### src/rtl/vm_pkg.sv
// Shared types and constants for the vending-machine dispense back end.
// Also used by the vending core for its prod/balance widths.
package vm_pkg;

  localparam int PROD_W = 3;
  localparam int CHG_W  = 3;

  typedef enum logic [2:0] {
    IDLE,
    MOTOR,
    WAIT_DROP,
    COIN_HI,
    COIN_LO,
    DONE,
    FAULT
  } state_e;

  localparam logic [1:0] FLT_NONE    = 2'b00;
  localparam logic [1:0] FLT_JAM     = 2'b01;
  localparam logic [1:0] FLT_EMPTY   = 2'b10;
  localparam logic [1:0] FLT_BADPROD = 2'b11;

  function automatic int max3(input int a, input int b, input int c);
    int m;
    m = (a > b) ? a : b;
    return (m > c) ? m : c;
  endfunction

endpackage

### src/rtl/vm_cycle_timer.sv
// Loadable down-counter shared by the motor, drop-wait and coin phases.
// Loading N makes expired high in the Nth cycle after the load edge.
module vm_cycle_timer #(
  parameter int W = 5
) (
  input  logic         clk,
  input  logic         rst,
  input  logic         load,
  input  logic [W-1:0] value,
  output logic         expired
);

  logic [W-1:0] count_q, count_d;

  always_comb begin
    count_d = count_q;
    if (load)                count_d = value;
    else if (count_q != '0)  count_d = count_q - W'(1);
  end

  always_ff @(posedge clk or negedge rst) begin
    if (!rst) count_q <= '0;
    else      count_q <= count_d;
  end

  assign expired = (count_q <= W'(1));

endmodule

### src/rtl/vm_dispense_sequencer.sv
// Back-end sequencer: runs the slot motor, confirms the drop, pays change
// coin by coin and latches jam / empty-hopper / bad-code faults.
module vm_dispense_sequencer
  import vm_pkg::*;
#(
  parameter int NUM_SLOTS    = 6,
  parameter int MOTOR_CYCLES = 8,
  parameter int DROP_TIMEOUT = 16,
  parameter int COIN_PULSE   = 2
) (
  input  logic              clk,
  input  logic              rst,
  input  logic              req_valid,
  output logic              req_ready,
  input  logic [PROD_W-1:0] req_prod,
  input  logic [CHG_W-1:0]  req_change,
  output logic              motor_on,
  output logic [PROD_W-1:0] motor_sel,
  input  logic              drop_sense,
  output logic              hopper_pulse,
  input  logic              hopper_empty,
  output logic              done,
  output logic              fault,
  output logic [1:0]        fault_code,
  input  logic              fault_clr,
  output logic [CHG_W-1:0]  change_owed
);

  localparam int TW = $clog2(max3(MOTOR_CYCLES, DROP_TIMEOUT, COIN_PULSE)) + 1;
  localparam logic [PROD_W-1:0] MAX_PROD = PROD_W'(NUM_SLOTS);

  state_e            state_q, state_d;
  logic [PROD_W-1:0] prod_q, prod_d;
  logic [CHG_W-1:0]  remaining_q, remaining_d;
  logic              drop_seen_q, drop_seen_d;
  logic [1:0]        fault_code_q, fault_code_d;
  logic [CHG_W-1:0]  change_owed_q, change_owed_d;
  logic              motor_on_q, motor_on_d;
  logic [PROD_W-1:0] motor_sel_q, motor_sel_d;
  logic              hopper_pulse_q, hopper_pulse_d;
  logic              done_q, done_d;
  logic              fault_q, fault_d;

  logic              tmr_load;
  logic [TW-1:0]     tmr_val;
  logic              tmr_expired;

  vm_cycle_timer #(.W(TW)) u_timer (
    .clk     (clk),
    .rst     (rst),
    .load    (tmr_load),
    .value   (tmr_val),
    .expired (tmr_expired)
  );

  // NOTE: every always_comb output gets a default first so no path can infer a latch.
  always_comb begin
    state_d       = state_q;
    prod_d        = prod_q;
    remaining_d   = remaining_q;
    drop_seen_d   = drop_seen_q;
    fault_code_d  = fault_code_q;
    change_owed_d = change_owed_q;

    case (state_q)
      IDLE: begin
        if (req_valid) begin
          prod_d      = req_prod;
          remaining_d = req_change;
          drop_seen_d = 1'b0;
          if (req_prod > MAX_PROD) begin
            state_d       = FAULT;
            fault_code_d  = FLT_BADPROD;
            change_owed_d = req_change;
          end else if (req_prod != '0)   state_d = MOTOR;
          else if (req_change != '0)     state_d = COIN_HI;
          else                           state_d = DONE;
        end
      end
      MOTOR: begin
        drop_seen_d = drop_seen_q | drop_sense;
        if (tmr_expired) begin
          if (drop_seen_d) state_d = (remaining_q != '0) ? COIN_HI : DONE;
          else             state_d = WAIT_DROP;
        end
      end
      WAIT_DROP: begin
        if (drop_sense) state_d = (remaining_q != '0) ? COIN_HI : DONE;
        else if (tmr_expired) begin
          state_d       = FAULT;
          fault_code_d  = FLT_JAM;
          change_owed_d = remaining_q;
        end
      end
      COIN_HI: begin
        if (tmr_expired) begin
          state_d = COIN_LO;
          if (remaining_q != '0) remaining_d = remaining_q - CHG_W'(1);
        end
      end
      COIN_LO: begin
        if (tmr_expired) state_d = (remaining_q == '0) ? DONE : COIN_HI;
      end
      DONE:    state_d = IDLE;
      FAULT: begin
        if (fault_clr) begin
          state_d       = IDLE;
          fault_code_d  = FLT_NONE;
          change_owed_d = '0;
        end
      end
      default: state_d = IDLE;
    endcase

    // The hopper is checked on the edge that would start a coin, so an empty
    // hopper never produces even a partial pulse.
    if (state_d == COIN_HI && state_q != COIN_HI && hopper_empty) begin
      state_d       = FAULT;
      fault_code_d  = FLT_EMPTY;
      change_owed_d = remaining_d;
    end

    tmr_load = (state_d != state_q);
    case (state_d)
      MOTOR:            tmr_val = TW'(MOTOR_CYCLES);
      WAIT_DROP:        tmr_val = TW'(DROP_TIMEOUT);
      COIN_HI, COIN_LO: tmr_val = TW'(COIN_PULSE);
      default:          tmr_val = '0;
    endcase

    // Outputs are decoded from the next state so the registered copies line
    // up cycle-for-cycle with the state they describe.
    motor_on_d     = (state_d == MOTOR);
    motor_sel_d    = motor_on_d ? prod_d : '0;
    hopper_pulse_d = (state_d == COIN_HI);
    done_d         = (state_d == DONE);
    fault_d        = (state_d == FAULT);
  end

  // NOTE: sequential state uses non-blocking assignments so all flops update together.
  always_ff @(posedge clk or negedge rst) begin
    if (!rst) begin
      state_q        <= IDLE;
      prod_q         <= '0;
      remaining_q    <= '0;
      drop_seen_q    <= 1'b0;
      fault_code_q   <= FLT_NONE;
      change_owed_q  <= '0;
      motor_on_q     <= 1'b0;
      motor_sel_q    <= '0;
      hopper_pulse_q <= 1'b0;
      done_q         <= 1'b0;
      fault_q        <= 1'b0;
    end else begin
      state_q        <= state_d;
      prod_q         <= prod_d;
      remaining_q    <= remaining_d;
      drop_seen_q    <= drop_seen_d;
      fault_code_q   <= fault_code_d;
      change_owed_q  <= change_owed_d;
      motor_on_q     <= motor_on_d;
      motor_sel_q    <= motor_sel_d;
      hopper_pulse_q <= hopper_pulse_d;
      done_q         <= done_d;
      fault_q        <= fault_d;
    end
  end

  assign req_ready    = (state_q == IDLE);
  assign motor_on     = motor_on_q;
  assign motor_sel    = motor_sel_q;
  assign hopper_pulse = hopper_pulse_q;
  assign done         = done_q;
  assign fault        = fault_q;
  assign fault_code   = fault_code_q;
  assign change_owed  = change_owed_q;

endmodule

### config.mk
export PLATFORM = sky130hd
export DESIGN_NAME = vm_dispense_sequencer
export DESIGN_NICKNAME = d
export VERILOG_FILES = /design/src/rtl/vm_pkg.sv /design/src/rtl/vm_cycle_timer.sv /design/src/rtl/vm_dispense_sequencer.sv
export SDC_FILE = /design/constraint.sdc
export NUM_CORES = 1
export LEC_CHECK = 0
export BUFFER_PORTS_ARGS = -buffer_cell sky130_fd_sc_hd__buf_2
export CAP_MARGIN = 30
export CORE_ASPECT_RATIO = 0.5
export CORE_MARGIN = 8
export CORE_UTILIZATION = 35
export DETAILED_ROUTE_END_ITERATION = 8
export PLACE_DENSITY_LB_ADDON = 0.15
export SLEW_MARGIN = 20
export SYNTH_ARGS = -nofsm -noshare
export SYNTH_HDL_FRONTEND = slang
export SYNTH_SLANG_ARGS = --single-unit
### constraint.sdc
create_clock -name clk -period 2.85 [get_ports clk]
set_input_delay 0.1425 -clock clk [delete_from_list [all_inputs] [get_ports clk]]
set_output_delay 0.1425 -clock clk [all_outputs]
set_load 0.005 [all_outputs]
### Yosys cells after proc, flatten, opt, wreduce, memory -nomap -nowiden

Cells that the tools add are included.

* bits in read-only memories: 0
* logic and storage cells: 92
* memories: 0
* bits in latches: 0
* memory bits (writable): 0
* register bits: 27

* bitwise logic cells: 1
* $lt $le $gt $ge: 2
* shifts and indexed selects: 0
* equal/unequal tests: 20
* multiply operators: 0
* muxes and demuxes: 41
* reductions and logical operators: 14
* $add $sub $neg: 2
* div/mod/pow operators: 0

Operators by type and width (number)
* 3-bit 2-to-1 mux: 26
* 3-bit case mux with 6 select lines: 1
* 3-bit by 2-bit equality test with 1-bit output, second input constant: 5
* 3-bit equality test, second input constant: 5
* 5-bit case mux with 3 select lines: 1
* 2-bit 2-to-1 mux: 6
* 5-bit 2-to-1 mux: 2
* 3-bit != test, second input constant: 3
* 3-bit case mux with 3 select lines: 1
* 3-bit nonzero test: 3
* 3-bit by 1-bit equality test with 1-bit output, second input constant: 2
* 3-bit logical NOT: 2
* 3-bit by 2-bit != test with 1-bit output, second input constant: 2
* 2-bit case mux with 3 select lines: 1
* 3-bit case mux with 2 select lines: 1
* 6-bit AND reduction: 1
* 5-bit by 1-bit less-or-equal comparator with 1-bit output, second input constant: 1
* 5-bit nonzero test: 1
* 5-bit by 1-bit subtractor with 5-bit output, second input constant: 1
* 2-bit nonzero test: 2
* 4-bit nonzero test: 1
* 3-bit greater-than comparator, second input constant: 1
* 3-bit by 1-bit != test with 1-bit output, second input constant: 1
* 3-bit != test: 1
* other kinds (8): 9

### Logic depth before layout (Yosys ltp)

Gate-level depths: netlist (run 1).

* word-level depth: 14
* depth in mapped cells: 11

### Modules after synthesis

A second synthesis (run 1) with hierarchy kept.

* cells, all modules: 185
* area total of the unflattened synthesis: 1726.7 um^2

Modules (own cells, without submodules)
* vm_dispense_sequencer: instances 1, cells each 153, sequential area each 550.5 um^2, area each 1420.1 um^2
* vm_cycle_timer: instances 1, cells each 32, sequential area each 125.1 um^2, area each 306.5 um^2

### Least setup slack after synthesis (run 1)

OpenSTA, ideal clock, no wires.

* path type: reg-to-reg
* from: reg u_timer.count_q[0]
* to: reg u_timer.count_q[4]
* cell stages (with the launch flop): 10
* period minus slack after synthesis: 2328 ps
* required time: 2728 ps
* arrival time: 2207 ps
* path slack: 522 ps
* setup time: 122 ps
* cell sequence: dfrtp_1 -> ha_1 -> o21bai_1 -> and2_1 -> buf_6 -> a311oi_4 -> a311oi_1 -> a211o_1 -> a31o_2 -> a32o_1

* cells in the longest elaborated chain, start to end: 12

Ends and longest elaborated chain
* start, declared: line vm_cycle_timer.sv:13 `logic [W-1:0] count_q, count_d;`
* start signal, assigned: line vm_cycle_timer.sv:23 `else count_q <= count_d;`
* 5-bit by 1-bit less-or-equal comparator with 1-bit output: line vm_cycle_timer.sv:26 `assign expired = (count_q <= W'(1));`
* 3-bit 2-to-1 mux: line vm_dispense_sequencer.sv:89 `else if (tmr_expired) begin`
* 3-bit 2-to-1 mux: line vm_dispense_sequencer.sv:88 `if (drop_sense) state_d = (remaining_q != '0) ? COIN_HI : DONE;`
* 3-bit case mux with 6 select lines: line vm_dispense_sequencer.sv:65 `case (state_q)`
* 3-bit by 2-bit equality test with 1-bit output: line vm_dispense_sequencer.sv:117 `if (state_d == COIN_HI && state_q != COIN_HI && hopper_empty) begin`
* 1-bit logical AND (2 in series): line vm_dispense_sequencer.sv:117
* 3-bit 2-to-1 mux: line vm_dispense_sequencer.sv:117
* 3-bit by 2-bit equality test with 1-bit output / 3-bit equality test (equally long branches): line vm_dispense_sequencer.sv:124 `case (state_d)`
* 2-bit OR reduction: line vm_dispense_sequencer.sv:124
* 5-bit case mux with 3 select lines: line vm_dispense_sequencer.sv:124
* 5-bit 2-to-1 mux: line vm_cycle_timer.sv:17 `if (load) count_d = value;`

Several ways; a longest one is shown, not always the timed one. The select of a mux whose other input is x is not followed.
A chain may end at the register's enable or synchronous reset.

### Worst setup path in the final report (run 1)

* from: reg u_timer.count_q[1]
* to: reg u_timer.count_q[4]

Same word-level chain as after synthesis.

==> summary.md, run 1 <==
| Metric | Value |
|---|---|
| Outcome | complete, no violations |
| Compound-Gate Fraction of Synth Area | 23.8% |
| Tot GR Track Use | 12.1% |
| Simple-gate share of the synthesized area | 27.2% |
| Worst Clk Skew | approximately 2.8 ps |
| Synthesized area | 0.00174 mm^2 |
| Layout Nets | roughly 250 |
| Synth Warn # | 0 |
| # DRC | 0 |
| Die X-Extent | 116 um |
| Share of cells above drive strength 1 | 19.7% |
| Clk Latency, worst-skew pair | between 200 and 300 ps |
| Pwr dens | 1150 mW/mm^2 |
| Dominant cells by area after synthesis | dfrtp_1 (39%), nand2_1 (6.5%), a21oi_1 (4.3%) |
| Most used DFF post-synth | dfrtp_1 |
| Initial DRC count | 99 |
| Clk sinks | 27 |
| Type of origin of the critical path | register |
| Syn_area_per_cell | between 8 and 9 um^2 |
| Gate count after technology mapping | between 200 and 250 |
| I/O pin total | 25 |
| Vias in the first global route | 1540 |
| Final hold slack | roughly 110 ps |
| Unrepaired setup endpoints after global routing | false |
| MaxCap Viol Count | 0 |
| Initial antenna violation count | 0 |
| Post-detailed-routing wire length | 4490 um |
| First-pass GRT wire length | 7360 um |
| Tcrit/Tclk final | 94.6% |
| Multiplexer share of the synthesized area | less than 1% |
| Yosys cell types | 51 |
| Post-DP HPWL | 3540 um |
| ANT cells | 0 |
| Worst vdd ir | 364 uV |
| Worst Path Max Fanout | 13 |
| Sum Neg Setup Slack | 0 ps |
| Max_slew headroom | a little under three fifths |
| HP Class | in2reg |
| CTS tree | yes |
| Bufs on Longest Clock Path | 2 |
| DRT antenna net count | 0 |
| Largest net degree at the start of global routing | 28 |
| Post-Synth XOR/XNOR Area | less than 1% |
| Number of CTS-inserted buffers | 3 |
| Syn Nets | 220 |
| Die footprint | 0.00760 mm^2 |
| Core area | 0.00484 mm^2 |
| Crit path DAT | 2870 ps |
| DR WL/cell | 15.0 um |
| Final Hold Fails | 0 |
| Port Buffer Count | 24 |
| Flops & latches, synth | 27 |
| Leakage | approximately 0.94 nW |
| Chip height | ~66 um |
| FP Rows | 18 |
| Seq/Total Area, Yosys | 38.9% |
| Syn-to-layout area delta | 16.2% |
| Routed vias | 1556 |
| Avg Vias per Cell | 5.20 |
| H-tree depth | 1 |
| Post-synth EDFFs | 0 |
| Clk root buf | clkbuf_8 |
| Initial DRT Pass Iterations | 4 |
| Largest family of logic cells by synthesized area | simple AND/OR/NAND/NOR gates |
| Overflow after GRT | 0 |
| Starting density of the core | 35.8% |
| Upper clock frequency limit | around 370 MHz |
| CP Capture Type | register |
| Endpoints failing setup | 0 |
| Routability congestion estimate from global placement | around 0.87 |
| Synth area leader | dfrtp_1 |
| Critical path class | reg2reg |
| Asr flop ratio synth | 100% |
| Synth Area in Adders | under 10% |
| Post-CTS setup buffers | 0 |
| Min cycle time layout | 2700 ps |
| Worst-path clk slew | 100 ps |
| Share of the synthesized area in the top cell type | 38.9% |
| Worst Max-Slew Pin Slew | 636 ps |
| Data required time of the worst path | 3030 ps |
| Slew Limit Fails | 0 |
logic make-up (layout without fill, tap and decap cells):
kind of cell | count (synthesis) | after routing
adder cells (fa/ha/maj) | 5 | 5
AND/OR/NAND/NOR | 94 | 94
XOR/XNOR | 1 | 1
buffers and inverters | 20 | 46
multiplexers | 1 | 1
AO/OA/AOI/OAI | 55 | 55
flip-flops | 27 | 27
layer usage:
metal	global-route usage, %	wire, um	vias to the layer above
li1	-	-	786
met1	16.3	2260	729
met2	19.6	1930	39
met3	3.19	288	2
met4	1.46	13	0
met5	0	0	-
per-stage QoR:
stage          util, %  cell area (um^2)  instances  power, mW  setup WS [ps]
6_report          41.7              2020        299       2.32            153
5_1_grt           41.7              2020        299       2.53           5.26
4_1_cts           41.3              2000        299       2.31            121
3_5_place_dp      40.1              1940        294       2.07            153
3_3_place_gp      40.1              1940        294       2.05            197
2_1_floorplan        -              1740        203       1.71            522
layout make-up:
class                           instances  area, um^2
Inverter                               10        37.5
Tap cell                               70        87.6
Fill cell                             501        2830
Clock buffer                            3        41.3
Sequential cell                        27         676
Clock inverter                          1        7.51
Timing Repair Buffer                   32         183
Multi-Input combinational cell        156         985
path summary, 6_finish.rpt:
path / from / slack, ps / cells after the start / to
setup / recovery: u_timer.count_q[1] / 150 / 9 / u_timer.count_q[4]
hold / removal: req_prod[1] / 110 / 3 / prod_q[1]
setup reg to reg: u_timer.count_q[1] / 150 / 9 / u_timer.count_q[4]
hold reg to reg: prod_q[0] / 480 / 2 / prod_q[0]
max in group asynchronous: rst / 2030 / 2 / state_q[2]
min in group asynchronous: rst / 410 / 2 / remaining_q[0]
cell usage in the layout, fill, tap and decap left out, types with 2 or more instances in the layout:
| cell | synthesis | routed |
|---|---|---|
| a211o_1 | 2 | 2 |
| a21o_1 | 3 | 3 |
| a21oi_1 | 15 | 15 |
| a221o_1 | 4 | 4 |
| a311oi_4 | 1 | 2 |
| a31oi_1 | 4 | 4 |
| and2_1 | 5 | 4 |
| and3_1 | 6 | 6 |
| buf_2 | 6 | 24 |
| buf_4 | 1 | 7 |
| clkbuf_8 | 0 | 3 |
| dfrtp_1 | 27 | 27 |
| ha_1 | 5 | 5 |
| inv_1 | 10 | 10 |
| nand2_1 | 30 | 30 |
| nand2b_1 | 4 | 4 |
| nand3_1 | 6 | 6 |
| nor2_1 | 17 | 17 |
| nor2b_1 | 5 | 5 |
| nor3_1 | 10 | 10 |
| nor3_2 | 2 | 2 |
| o21a_1 | 2 | 2 |
| o21ai_0 | 5 | 5 |
| o21bai_1 | 2 | 2 |
| o31ai_1 | 2 | 2 |
registers in the layout, indices dropped and copies added, names as in the netlist:
signal,count
u_timer.count_q,5
change_owed,3
motor_sel,3
prod_q,3
remaining_q,3
state_q,3
fault_code,2
done,1
drop_seen_q,1
fault,1
hopper_pulse,1
motor_on,1
worst max-delay path: stages (launching register included):
cell	delay, ps
dfrtp_1	400
inv_1	90
ha_1	190
o21bai_1	230
and2_2	270
a311oi_4	540
a311oi_1	100
a211o_1	290
a31o_2	290
a32o_1	200
repair_timing:
item                                    CTS  global route
hold buffers                              1             0
endpoints found under the setup margin    0             4
gates resized for setup                   0             3
endpoints found under the hold margin    27             0
where the power goes:
group | total, mW | leakage, nW | internal (mW) | switching (mW)
Sequential | 0.695 | 0.346 | 0.554 | 0.141
Clock | 0.229 | 0.0217 | 0.0995 | 0.130
Combinational | 1.40 | 0.573 | 0.586 | 0.810
Total | 2.32 | 0.941 | 1.24 | 1.08
synthesized netlist by cell type (all sizes together), types with 4 or more instances:
cell	count
nand2	30
dfrtp	27
nor2	18
a21oi	15
nor3	12
inv	10
buf	8
and3	6
nand3	6
and2	5
ha	5
nor2b	5
o21ai	5
a221o	4
a311oi	4
a31oi	4
nand2b	4
Power figures use the tool's default switching activity.
==> run 2: changes to the inputs <==
--- a/config.mk
+++ b/config.mk
@@ -8,7 +8,7 @@
 export BUFFER_PORTS_ARGS = -buffer_cell sky130_fd_sc_hd__buf_2
 export CAP_MARGIN = 30
 export CORE_ASPECT_RATIO = 0.5
-export CORE_MARGIN = 8
+export CORE_MARGIN = 1.5
 export CORE_UTILIZATION = 35
 export DETAILED_ROUTE_END_ITERATION = 8
 export PLACE_DENSITY_LB_ADDON = 0.15
==> summary.md, run 2 (synthesis gave the netlist of run 1 again) <==
| Metric | Value |
|---|---|
| Outcome | complete, no violations |
| Post-detailed-routing wire length | 4430 um (-1.3%) |
| Tot Pwr | 2.32 mW (+0.17%) |
| Crit path DAT | 2740 ps (-130 ps) |
| Vias in the first global route | 1505 (-2.3%) |
| Cells after DPL | 291 (-1.0%) |
| Clk sinks | 27 (unchanged) |
| Worst Max-Slew Pin Slew | 627 ps (-8.96 ps) |
| FP Rows | 17 (-1) |
| Met3 Usage GRT | 4.53% (+1.3 points) |
| Port Buffer Count | 24 (unchanged) |
| Tot GR Track Use | 19.1% (+7.0 points) |
| Upper clock frequency limit | 391 MHz (+5.5%) |
| Crit-path slowest cell | a311oi_1 |
| Routed vias | 1563 (+0.45%) |
| Clk root buf | clkbuf_8 |
| # fillers | 472 (-5.8%) |
| Crit-path cells | inv_1 -> ha_1 -> o21bai_1 -> a311oi_1 -> a311oi_4 -> buf_4 -> a211o_1 -> a31o_2 -> a32o_1 |
| HP Class | in2reg |
| Unrepaired setup endpoints after global routing | false |
| Most common cell after layout, fill and taps aside | nand2_1 |
| MaxCap Viol Count | 0 (unchanged) |
| CP Capture Type | register |
| Sum Neg Setup Slack | 0 ps (unchanged) |
| I/O pin total | 25 (unchanged) |
| Layout Nets | 248 (+0.40%) |
| DP Worst Slack | 281 ps (+128 ps) |
| Syn-to-layout area delta | 15.4% |
| Die footprint | 0.00542 mm^2 (-29%) |
| Max_slew headroom | 58.2% (+0.60 points) |
| Largest net degree at the start of global routing | 28 (unchanged) |
| CTS tree | yes |
| Endpoints failing setup | 0 (unchanged) |
| Worst Clk Skew | 11.7 ps (+8.91 ps) |
| Data required time of the worst path | 3030 ps (about the same) |
| Commonest cells after routing, fill and taps aside | nand2_1 (30), dfrtp_1 (27), buf_2 (24), nor2_1 (17), a21oi_1 (15) |
| Critical path class | reg2reg |
| ANT cells | 0 (unchanged) |
| Pwr dens | 1160 mW/mm^2 (+0.92%) |
| H-tree depth | 1 (unchanged) |
| Bufs on Longest Clock Path | 2 (unchanged) |
| Share of cells above drive strength 1 | 19.6% (-0.085 points) |
| Chip height | 52.8 um (-20%) |
| Post-route cell area | 0.00200 mm^2 (-0.74%) |
| Leakage | 0.940 nW (-0.12%) |
| First-pass GRT wire length | 7540 um (+2.4%) |
| Placed Instance Area | 0.00194 mm^2 (+0.13%) |
| Post-DP HPWL | 3390 um (-4.2%) |
| Largest register by flop count | u_timer.count_q |
| Starting density of the core | 37.9% (+2.1 points) |
| Fin util | 43.8% (+2.1 points) |
| Routing usage on met2 | 28.3% (+8.6 points) |
| Type of origin of the critical path | register |
| Initial DRT Pass Iterations | 4 (unchanged) |
| Overflow after GRT | 0 (unchanged) |
| Biggest cell delay along the critical path | 440 ps (-100 ps) |
| DRT antenna net count | 0 (unchanged) |
| Final Hold Fails | 0 (unchanged) |
| Top Usage Layer GRT | met2 |
| Slew Limit Fails | 0 (unchanged) |
| Worst vdd ir | 364 uV (-0.21%) |
| Worst-path clk slew | 110 ps (about the same) |
| Routability congestion estimate from global placement | 0.911 (+5.0%) |
| Initial antenna violation count | 0 (unchanged) |
| Min cycle time layout | 2560 ps (-141 ps) |
| Die X-Extent | 103 um (-11%) |
| DR WL/cell | 15.0 um (-0.31%) |
| Max reg flops | 5 (unchanged) |
| Met1 Usage GRT | 27.4% (+11 points) |
| Worst Path Max Fanout | 11 (-2) |
| # DRC | 0 (unchanged) |
| Core area | 0.00457 mm^2 (-5.6%) |
| Avg Vias per Cell | 5.28 (+1.5%) |
| Final worst slack | 294 ps (+141 ps) |
| Clk Latency, worst-skew pair | 290 ps (about the same) |
| Tcrit/Tclk final | 89.7% (-4.9 points) |
| Number of CTS-inserted buffers | 3 (unchanged) |
| Final Non-Filler Cells | 296 (-1.0%) |
| Initial DRC count | 80 (-19%) |
| Final hold slack | 96.6 ps (-9.22 ps) |
| Post-CTS setup buffers | 0 (unchanged) |
-- run 2: path summary, 6_finish.rpt --
check	start	to	slack [ps]	cells after the start
hold / removal	hopper_empty	state_q[0]	100	2
min in group asynchronous	rst	remaining_q[0]	390	2
setup / recovery	u_timer.count_q[1]	u_timer.count_q[4]	290	9
setup reg to reg	u_timer.count_q[1]	u_timer.count_q[4]	290	9
max in group asynchronous	rst	prod_q[1]	2040	2
hold reg to reg	prod_q[1]	prod_q[1]	490	2
-- run 2: cell type report --
class	instances	area (um^2)	share of cell area (%)
clock buffer	3	41.3	2.06
inverter	10	37.5	1.88
tap	66	82.6	4.13
timing repair buffer	33	190	9.50
multi-input combinational	156	967	48.3
clock inverter	1	7.51	0.375
sequential	27	676	33.8
-- run 2: what timing repair did --
item                                   4_1_cts  5_1_grt
endpoints found under the hold margin       27        0
gates resized for setup                      0        1
setup endpoints to repair                    0        1
hold buffers                                 1        0
-- run 2: power by group --
| part | switching [mW] | internal, mW |
|---|---|---|
| logic | 0.798 | 0.596 |
| clock network | 0.140 | 0.0999 |
| registers | 0.137 | 0.554 |
| total | 1.07 | 1.25 |
-- run 2: critical path: cells and delay by family, from the launching register on --
| kind | cells | cell delay (ps) |
|---|---|---|
| AOI/OAI and AO/OA | 6 | 1580 |
| DFF | 1 | 410 |
| buffers and inverters | 2 | 290 |
| adders and majority gates | 1 | 180 |
-- run 2: layer usage --
metal / vias up / share of wire [%]
met4: 0 / 1.0
met3: 5 / 6.9
met1: 720 / 51
met5: - / 0
met2: 53 / 41
li1: 785 / -
